<file path="src/rtl/mem_access_sequencer.sv">
// Main-memory access sequencer: arbitrates fetch vs data requests and drives
// the MAR/MDR/RAM strobes through ADDR -> RD_WAIT -> RD_OUT or ADDR -> WR.
module mem_access_sequencer #(
  parameter int WAIT_STATES = 1
) (
  input  logic clk,
  input  logic reset,
  input  logic fetch_req,
  input  logic data_req,
  input  logic data_we,
  output logic fetch_grant,
  output logic data_grant,
  output logic addr_phase,
  output logic wdata_phase,
  output logic MAR_in,
  output logic MDR_in,
  output logic MDR_out,
  output logic read_from_MM,
  output logic write_to_MM,
  output logic fetch_done,
  output logic data_done,
  output logic busy
);

  // 0 wait states would leave RD_WAIT/WR with no exit count, so clamp to 1..15
  localparam logic [3:0] W_LOAD = (WAIT_STATES < 1)  ? 4'd1  :
                                  (WAIT_STATES > 15) ? 4'd15 : 4'(WAIT_STATES);

  typedef enum logic [2:0] {IDLE, ADDR, RD_WAIT, RD_OUT, WR} state_t;

  state_t     state, state_n;
  logic [3:0] cnt, cnt_n;
  logic       we_r, we_n;
  logic       last_data, last_n;   // last_grant: 1 = DATA, 0 = FETCH
  logic       own_data, own_n;     // current owner: 1 = data, 0 = fetch

  always_comb begin
    state_n = state;
    cnt_n   = cnt;
    we_n    = we_r;
    last_n  = last_data;
    own_n   = own_data;
    case (state)
      IDLE: begin
        // round robin only matters when both are asking
        if (data_req && (!fetch_req || !last_data)) begin
          own_n   = 1'b1;
          we_n    = data_we;
          last_n  = 1'b1;
          state_n = ADDR;
        end else if (fetch_req) begin
          own_n   = 1'b0;
          we_n    = 1'b0;
          last_n  = 1'b0;
          state_n = ADDR;
        end
      end
      ADDR: begin
        cnt_n   = W_LOAD;
        state_n = we_r ? WR : RD_WAIT;
      end
      RD_WAIT: begin
        cnt_n = cnt - 4'd1;
        if (cnt == 4'd1) state_n = RD_OUT;
      end
      RD_OUT: state_n = IDLE;
      WR: begin
        cnt_n = cnt - 4'd1;
        if (cnt == 4'd1) state_n = IDLE;
      end
      default: state_n = IDLE;
    endcase
  end

  // Outputs are registered from the next-state decode so they line up with
  // the state they describe and never see a request input combinationally.
  always_ff @(posedge clk) begin
    if (reset) begin
      state        <= IDLE;
      cnt          <= 4'd0;
      we_r         <= 1'b0;
      last_data    <= 1'b0;
      own_data     <= 1'b0;
      fetch_grant  <= 1'b0;
      data_grant   <= 1'b0;
      addr_phase   <= 1'b0;
      wdata_phase  <= 1'b0;
      MAR_in       <= 1'b0;
      MDR_in       <= 1'b0;
      MDR_out      <= 1'b0;
      read_from_MM <= 1'b0;
      write_to_MM  <= 1'b0;
      fetch_done   <= 1'b0;
      data_done    <= 1'b0;
      busy         <= 1'b0;
    end else begin
      state        <= state_n;
      cnt          <= cnt_n;
      we_r         <= we_n;
      last_data    <= last_n;
      own_data     <= own_n;
      busy         <= (state_n != IDLE);
      fetch_grant  <= (state_n != IDLE) && !own_n;
      data_grant   <= (state_n != IDLE) &&  own_n;
      addr_phase   <= (state_n == ADDR);
      MAR_in       <= (state_n == ADDR);
      read_from_MM <= (state_n == RD_WAIT);
      MDR_out      <= (state_n == RD_OUT);
      wdata_phase  <= (state_n == WR);
      MDR_in       <= (state_n == WR);
      write_to_MM  <= (state_n == WR);
      fetch_done   <= (state_n == RD_OUT) && !own_n;
      // a write commits on its last strobe cycle, so done rides with it
      data_done    <= ((state_n == RD_OUT) && own_n) ||
                      ((state_n == WR) && (cnt_n == 4'd1));
    end
  end

endmodule

</file>
<file path="config.mk">
export PLATFORM = sky130hd
export DESIGN_NAME = mem_access_sequencer
export DESIGN_NICKNAME = d
export VERILOG_FILES = /design/src/rtl/mem_access_sequencer.sv
export SDC_FILE = /design/constraint.sdc
export NUM_CORES = 1
export LEC_CHECK = 0
export CAP_MARGIN = 10
export CELL_PAD_IN_SITES_DETAIL_PLACEMENT = 1
export CELL_PAD_IN_SITES_GLOBAL_PLACEMENT = 2
export CORE_ASPECT_RATIO = 1.4
export CORE_MARGIN = 5
export CORE_UTILIZATION = 28
export CTS_BUF_LIST = sky130_fd_sc_hd__clkbuf_4
export CTS_CLUSTER_SIZE = 16
export DETAILED_ROUTE_END_ITERATION = 8
export PLACE_DENSITY_LB_ADDON = 0.1
export SLEW_MARGIN = 20
export SYNTH_ARGS = -nofsm -noshare
export SYNTH_HDL_FRONTEND = slang
export SYNTH_SLANG_ARGS = --single-unit
</file>
<file path="constraint.sdc">
create_clock -name clk -period 1.4 [get_ports clk]
set_input_delay 0.21 -clock clk [delete_from_list [all_inputs] [get_ports clk]]
set_output_delay 0.21 -clock clk [all_outputs]
set_load 0.05 [all_outputs]
</file>
# Yosys cells after proc, flatten, opt, wreduce, memory -nomap -nowiden

Index checks and enable logic that the tools add are counted.

Bits in registers: 19
Input port bits: 5
Word-level logic and storage cells: 53

Add/sub/neg operators: 1
Equality and inequality tests: 9
Muxes and demuxes: 13
Reductions and logical operators: 16

Operators with widths:

| cell                  | count |
|---|---|
| $mux W3               | 5 |
| $pmux W3 S4           | 1 |
| $eq A3 B2 Y1 const B  | 3 |
| $eq A4 B1 Y1 const B  | 2 |
| $pmux W4 S2           | 1 |
| $eq A3 B1 Y1 const B  | 2 |
| $eq A3 B3 Y1 const B  | 2 |
| $logic_and A1 B1 Y1   | 6 |
| $mux W1               | 6 |
| $sub A4 B1 Y4 const B | 1 |
| $logic_not A1 Y1      | 3 |
| $logic_not A3 Y1      | 1 |
| $reduce_bool A3 Y1    | 1 |
| $logic_or A1 B1 Y1    | 2 |
| $reduce_and A2 Y1     | 1 |
| $reduce_bool A2 Y1    | 1 |
| $reduce_or A2 Y1      | 1 |

# Depth between registers and ports, before layout

Gate-level depths: netlist of run 1.

Depth after elaboration: 8
Gate-level depth with buffers: 6
Depth with buffers taken out: 6

# Worst setup path after synthesis of run 1

OpenSTA, ideal clock, no wires.

Kind: flip-flop to flip-flop
Start: register cnt[0]
End: register data_done
Arrival: 1.283 ns
Path slack: 0.000 ns
Stages on the path, launching flop included: 7
Buffers on the path: 0
Period minus slack after synthesis: 1.400 ns
Path through: dfxtp_1 inv_1 ha_1 nor2b_1 a32oi_1 a32oi_1 a32o_1

Cells in the longest elaborated chain, start to end: 6
Elaborated cells on any way between the ends: 12
Those cells by class: 1 x add/sub; 4 x eq/ne; 4 x mux; 3 x reduce/logical

RTL lines:

| item                                                  | RTL line | source |
|---|---|---|
| from (decl)                                           | 32       | `logic [3:0] cnt, cnt_n;` |
| from (signal assigned)                                | 98       | `cnt <= cnt_n;` |
| branches (longest 5 deep; another with $sub A4 B1 Y4) | n/a      |  |
| $logic_or A1 B1 Y1 (*)                                | 114      | `data_done <= ((state_n == RD_OUT) && own_n) \|\|` |
| to (signal assigned)                                  | 114      |  |
| to (decl)                                             | 21       | `output logic data_done,` |

Every way passes the cells marked *.
A chain may end at the register's enable or synchronous reset.

# Worst setup path after layout of run 1

Start: register cnt[1]
End: register data_done

Same word-level chain as after synthesis.

==> impl_metrics.json, run 1 <==
{
  "gp_congestion": 0.7750,
  "netlist_area_um2": 925.9,
  "synth_top_cell_area_share_pct": 41.08,
  "cp_top_family": "simple AND/OR/NAND/NOR gates",
  "numCtsBuffers": 3,
  "stdcell_count": 182,
  "track_usage_pct": 13.14,
  "fin_crit_sh_pct": 102.1,
  "worstSetupPathType": "flip-flop to flip-flop",
  "cts_root_buf": "clkbuf_4",
  "wl_met1_mm": 1.056,
  "fin_setup_tns_ns": -0.02944,
  "cp.required_ns": 1.60,
  "route.met3.wl_um": 45,
  "synthCells": 105,
  "io_pins": 17,
  "irDropWorstVdd_mv": 0.6617,
  "synth-warning-count": 0,
  "die_x_um": 58.60,
  "drc_errors": 0,
  "min_path_type": "input pin to flip-flop",
  "dp_hpwl_mm": 2.100,
  "synth-edff-count": 0,
  "syn_to_final_growth_pct": 65.00,
  "cp-end-kind": "flip-flop",
  "drtIter0Drc": 11,
  "finalSetupViolCount": 1,
  "p_per_area_nw_per_um2": 1106,
  "antenna_found_initial": 0,
  "wl_met2_mm": 1.631,
  "clk_latency_ns": 0.30,
  "clockBufferDepth": 2,
  "dp.cells": 176,
  "grt_pass1_wl_mm": 4.678,
  "critPathMaxFanout": 4,
  "clk_pin_slew_ns": 0.11,
  "final_common_cell": "buf_4",
  "postSynth.asyncResetShare_pct": 0,
  "critPathSlowestCell": "dfxtp_2",
  "final_nets": 151,
  "port-buffer-count": 16,
  "dpl-instance-area_um2": 1381,
  "setup_ws_ns": -0.02944,
  "diodes": 0,
  "via_per_inst": 4.863,
  "top_layer_used": "met4",
  "dieArea_um2": 4573,
  "cts.sinks": 19,
  "ys_top_cells_by_area": "dfxtp_1 41%, a21oi_1 4.9%, nor3b_2 4.1%",
  "cts-hold-fix-buffers": 0,
  "nFillCells": 356,
  "cts_tree": "yes",
  "drv_cap": 0,
  "yosys.area.top_type": "dfxtp_1",
  "ys_ff_latch": 19,
  "synthFlopType": "dfxtp_1",
  "reg2reg_slack_ns": -0.03,
  "leakage_uw": 0.0006108,
  "finalMaxSlewViolations": 0,
  "worst_pin_slew_ns": 0.2981,
  "grt_max_degree": 14,
  "ys_types": 33,
  "fin_util_pct": 48.45,
  "max_freq_mhz": 699.6,
  "vias": 885,
  "first_pass_iters": 2,
  "startpoint_type": "flip-flop",
  "skew_ns": 0.0007654,
  "status": "finished with violations",
  "cp_cell_sequence": "inv_4 -> ha_4 -> nor3b_4 -> o22ai_2 -> nor3b_2 -> a32o_1",
  "slew_headroom_pct": 80.10,
  "ys_seq_area_share_pct": 41.08,
  "cp_num_buf_inv": 1,
  "synth_fp_nets": 112,
  "die_y_um": 78.04,
  "hold_viol": 0,
  "ant_nets": 0,
  "num_rows": 24,
  "mostFrequentLayoutCells": "26 x buf_4, 14 x dfxtp_1, 12 x buf_12",
  "critical_path.max_stage_delay_ns": 0.35,
  "rsz0062_at_grt": "true",
  "fin_crit_ns": 1.429,
  "syn_area_per_cell_um2": 8.818,
  "initial_core_util_pct": 29.37,
  "grt_pass1_vias": 1009,
  "violations": "negative setup slack",
  "core_area_um2": 3153,
  "grt-ovfl-total": 0,
  "cp_data_arrival_time_ns": 1.63,
  "wirelength_mm": 2.778,
  "htreeDepth": 1,
  "drive_above_1_share_pct": 46.85,
  "wl_per_cell_um": 15.26,
  "fin_area_um2": 1528
}
## kinds of logic (layout without fill, tap and decap cells)
family	after synthesis	after routing	share of synthesized area, %
flops	19	19	41.08
xor+xnor	2	2	2.703
buf+inv	14	52	8.378
compound gates	26	26	18.11
fa+ha+maj	2	2	2.702
simple gates	42	42	27.03
## routing by layer
layer / global-route usage, % / vias up
met5: 0 / -
met3: 1.806 / 5
li1: - / 446
met2: 23.94 / 8
met1: 15.19 / 426
met4: 4.762 / 0
## metrics by stage
stage | power, uW | setup slack [ns] | hold slack, ns
after floorplan | 1013 | 0.04041 | 0.2873
after global placement | 1314 | -0.08642 | 0.4530
after detailed placement | 1328 | -0.1315 | 0.4665
after CTS | 1651 | -0.03323 | 0.4752
after global routing | 1789 | -0.08594 | 0.4784
final | 1689 | -0.02944 | 0.4726
## repair_timing
action / CTS / global route
resized for setup: 9 / 17
pin swaps: 5 / 5
cloned: 0 / 0
setup endpoints to repair: 10 / 9
setup buffers: 1 / 1
## worst paths after layout
path                               start                     end  cells past startpoint
hold / removal                   data_we       we_r$_SDFFE_PP0P_                      3
setup / recovery       cnt[1]$_SDFF_PP0_    data_done$_SDFF_PP0_                      6
setup reg to reg       cnt[1]$_SDFF_PP0_    data_done$_SDFF_PP0_                      6
hold reg to reg   last_data$_SDFFE_PP0P_  last_data$_SDFFE_PP0P_                      2
## cell type report
class / count / area [um^2] / share of cell area [%]
clock buffer: 3 / 22.52 / 1.474
clock inverter: 1 / 5.005 / 0.3276
inverter: 6 / 27.53 / 1.802
multi-input combinational: 72 / 554.3 / 36.28
sequential: 19 / 394.1 / 25.80
tap: 39 / 48.80 / 3.194
timing repair buffer: 42 / 475.5 / 31.12
## cells in the mapped netlist (all sizes together) (2+ instances only)
master	count
o21a	2
nor3	7
nor2	8
nand2	8
ha	2
nor3b	6
a32oi	2
nand2b	2
buf	7
a21oi	9
a21o	2
nand3	2
inv	6
o21ai	7
dfxtp	19
nor2b	3
nand4	3
## power breakdown
group	switching (uW)	internal, uW	leakage (uW)
sequential	82.7	602	0.000159
combinational	350	370	0.000434
clock	177	107	0.0000177
## flip-flops by register name, summed over array words and instances (netlist names)
signal        count
own_data          1
MDR_out           1
fetch_grant       1
MAR_in            1
we_r              1
fetch_done        1
write_to_MM       1
last_data         1
data_done         1
data_grant        1
busy              1
state             3
cnt               4
read_from_MM      1
## worst reg2reg max path, cell delays in order, from the launching register on
cell,delay (ns)
dfxtp_2,0.35
inv_4,0.08
ha_4,0.12
nor3b_4,0.26
o22ai_2,0.13
nor3b_2,0.17
a32o_1,0.22
No activity file was read; power rests on OpenSTA's default activity.
==> run 2, diff against run 1 <==
--- a/config.mk
+++ b/config.mk
@@ -14,7 +14,7 @@
 export CTS_BUF_LIST = sky130_fd_sc_hd__clkbuf_4
 export CTS_CLUSTER_SIZE = 16
 export DETAILED_ROUTE_END_ITERATION = 8
-export PLACE_DENSITY_LB_ADDON = 0.1
+export PLACE_DENSITY = 0.82
 export SLEW_MARGIN = 20
 export SYNTH_ARGS = -nofsm -noshare
 export SYNTH_HDL_FRONTEND = slang
==> run 2 against run 1 <==
  * The flow still finishes with violations (negative setup slack)
  * First-iteration DRC count increased by 27%
  * Critical path depth unchanged
  * Register-to-register slack about the same
  * Die area unchanged
  * Total power increased by 1.6%
  * Worst setup slack got worse by 0.0061 ns
  * Non-clock buffer count unchanged
  * Critical path type unchanged
  * Global-route usage decreased by 0.31 points
  * Hold slack improved by 0.0072 ns
==> impl_metrics.json, run 2 (synthesis results as in run 1) <==
{
  "critPathSlowestCell": "dfxtp_4",
  "vias": 908,
  "cp.required_ns": 1.60,
  "violations": "negative setup slack",
  "die_y_um": 78.04,
  "fin_crit_sh_pct": 102.5,
  "dp_hpwl_mm": 2.064,
  "via_per_inst": 4.989,
  "drc_errors": 0,
  "fin_crit_ns": 1.436,
  "cpMostUsedCell": "a32oi_2",
  "largest_register_ffs": 4,
  "setup_ws_ns": -0.03551,
  "reg_top3": "cnt (4), state (3)",
  "grt_pass1_wl_mm": 4.519,
  "die_x_um": 58.60,
  "skew_ns": 0.01244,
  "reg2reg_slack_ns": -0.04,
  "critical_path.max_stage_delay_ns": 0.41,
  "cp_cell_sequence": "inv_4 -> ha_4 -> nor2b_1 -> a32oi_2 -> a32oi_2 -> a32o_1",
  "antenna_found_initial": 0,
  "final_nets": 151,
  "drtIter0Drc": 14,
  "numCtsBuffers": 3,
  "ant_nets": 0,
  "htreeDepth": 1,
  "diodes": 0,
  "mostFrequentLayoutCells": "26 x buf_4, 14 x dfxtp_1, 12 x buf_12",
  "clockBufferDepth": 2,
  "cts_tree": "yes",
  "cp_num_buf_inv": 1,
  "wl_per_cell_um": 14.95,
  "grt_pass1_vias": 985,
  "finalMaxSlewViolations": 0,
  "gp_congestion": 0.7452,
  "cp-end-kind": "flip-flop",
  "worst_pin_slew_ns": 0.3074,
  "stdcell_count": 182,
  "io_pins": 17,
  "min_path_type": "input pin to flip-flop",
  "first_pass_iters": 4,
  "p_per_area_nw_per_um2": 1127,
  "drv_cap": 0,
  "max_freq_mhz": 696.6,
  "port-buffer-count": 16,
  "grt-ovfl-total": 0,
  "critPathMaxFanout": 4,
  "status": "finished with violations",
  "cp_top_family": "compound AO/OA/AOI/OAI gates",
  "wirelength_mm": 2.721,
  "nFillCells": 375,
  "leakage_uw": 0.0005996,
  "cts.sinks": 19,
  "worst_hold_slack_ns": 0.4798,
  "cp_data_arrival_time_ns": 1.64,
  "dieArea_um2": 4573,
  "final_common_cell": "buf_4",
  "num_rows": 24,
  "drive_above_1_share_pct": 46.85,
  "hold_viol": 0,
  "startpoint_type": "flip-flop",
  "fin_setup_tns_ns": -0.03551,
  "max_flop_register": "cnt",
  "syn_to_final_growth_pct": 64.59,
  "track_usage_pct": 12.83,
  "worstSetupPathType": "flip-flop to flip-flop",
  "rsz0062_at_grt": "true",
  "clk_pin_slew_ns": 0.12,
  "cts-hold-fix-buffers": 0,
  "finalSetupViolCount": 1,
  "clk_latency_ns": 0.31,
  "core_area_um2": 3153,
  "irDropWorstVdd_mv": 0.5487,
  "grt_max_degree": 14,
  "slew_headroom_pct": 79.51,
  "initial_core_util_pct": 29.37,
  "dp.cells": 174,
  "cts_root_buf": "clkbuf_4"
}
[run 2: cell types whose count changed in the layout (fill, tap and decap cells not counted)]
cell / before / now
nor2b_1: 2 / 3
nor3b_2: 3 / 2
nor3_4: 1 / 0
a21oi_1: 8 / 7
a21oi_2: 1 / 2
nor3_2: 1 / 2
nor3b_4: 1 / 2
nor2b_4: 1 / 0
[run 2: worst paths after layout]
check	depth (start not counted)	startpoint	endpoint
max	6	cnt[0]$_SDFF_PP0_	data_done$_SDFF_PP0_
min	3	data_we	we_r$_SDFFE_PP0P_
max reg2reg	6	cnt[0]$_SDFF_PP0_	data_done$_SDFF_PP0_
min reg2reg	2	last_data$_SDFFE_PP0P_	last_data$_SDFFE_PP0P_
[run 2: repair_timing]
item,in CTS,in global routing
pin swaps,6,4
resized for setup,13,13
setup endpoints to repair,5,6
cloned,0,0
setup buffers,4,0
[run 2: through the flow]
stage / power [uW] / instance area [um^2] / util (%) / worst slack [ns]
6_report: 1717 / 1524 / 48.33 / -0.03551
5_1_grt: 1826 / 1524 / 48.33 / -0.09595
3_3_place_gp: 1306 / 1366 / 43.33 / -0.1015
4_1_cts: 1697 / 1464 / 46.43 / -0.05685
3_5_place_dp: 1327 / 1366 / 43.33 / -0.1658
2_1_floorplan: 1013 / 927.1 / - / 0.04041
[run 2: report_power, final]
| part | internal [uW] | switching (uW) | leakage (uW) |
|---|---|---|---|
| registers | 602 | 76.6 | 0.000159 |
| clock network | 107 | 189 | 0.0000177 |
| logic | 377 | 365 | 0.000423 |
| total | 1090 | 631 | 0.000600 |
[run 2: area by class of cell]
class / count / area [um^2] / area share [%]
clock inverters: 1 / 5.005 / 0.3284
well taps: 39 / 48.80 / 3.202
repair buffers: 42 / 475.5 / 31.20
multi-input cells: 72 / 550.5 / 36.12
inverters: 6 / 27.53 / 1.806
flip-flops and latches: 19 / 394.1 / 25.86
clock buffers: 3 / 22.52 / 1.478
[run 2: worst reg2reg max path: cells and delay by family (launching register included)]
family	cells	cell delay [ns]
simple gates	1	0.14
flops	1	0.41
fa+ha+maj	1	0.15
compound gates	3	0.58
buf+inv	1	0.05
[run 2: metal layers]
layer	GRT usage, %	vias up	share of wire, %
met5	0	-	0
met4	4.762	0	2.3
met3	1.642	6	2.2
met2	25.50	15	56
met1	12.94	445	39
li1	-	442	-
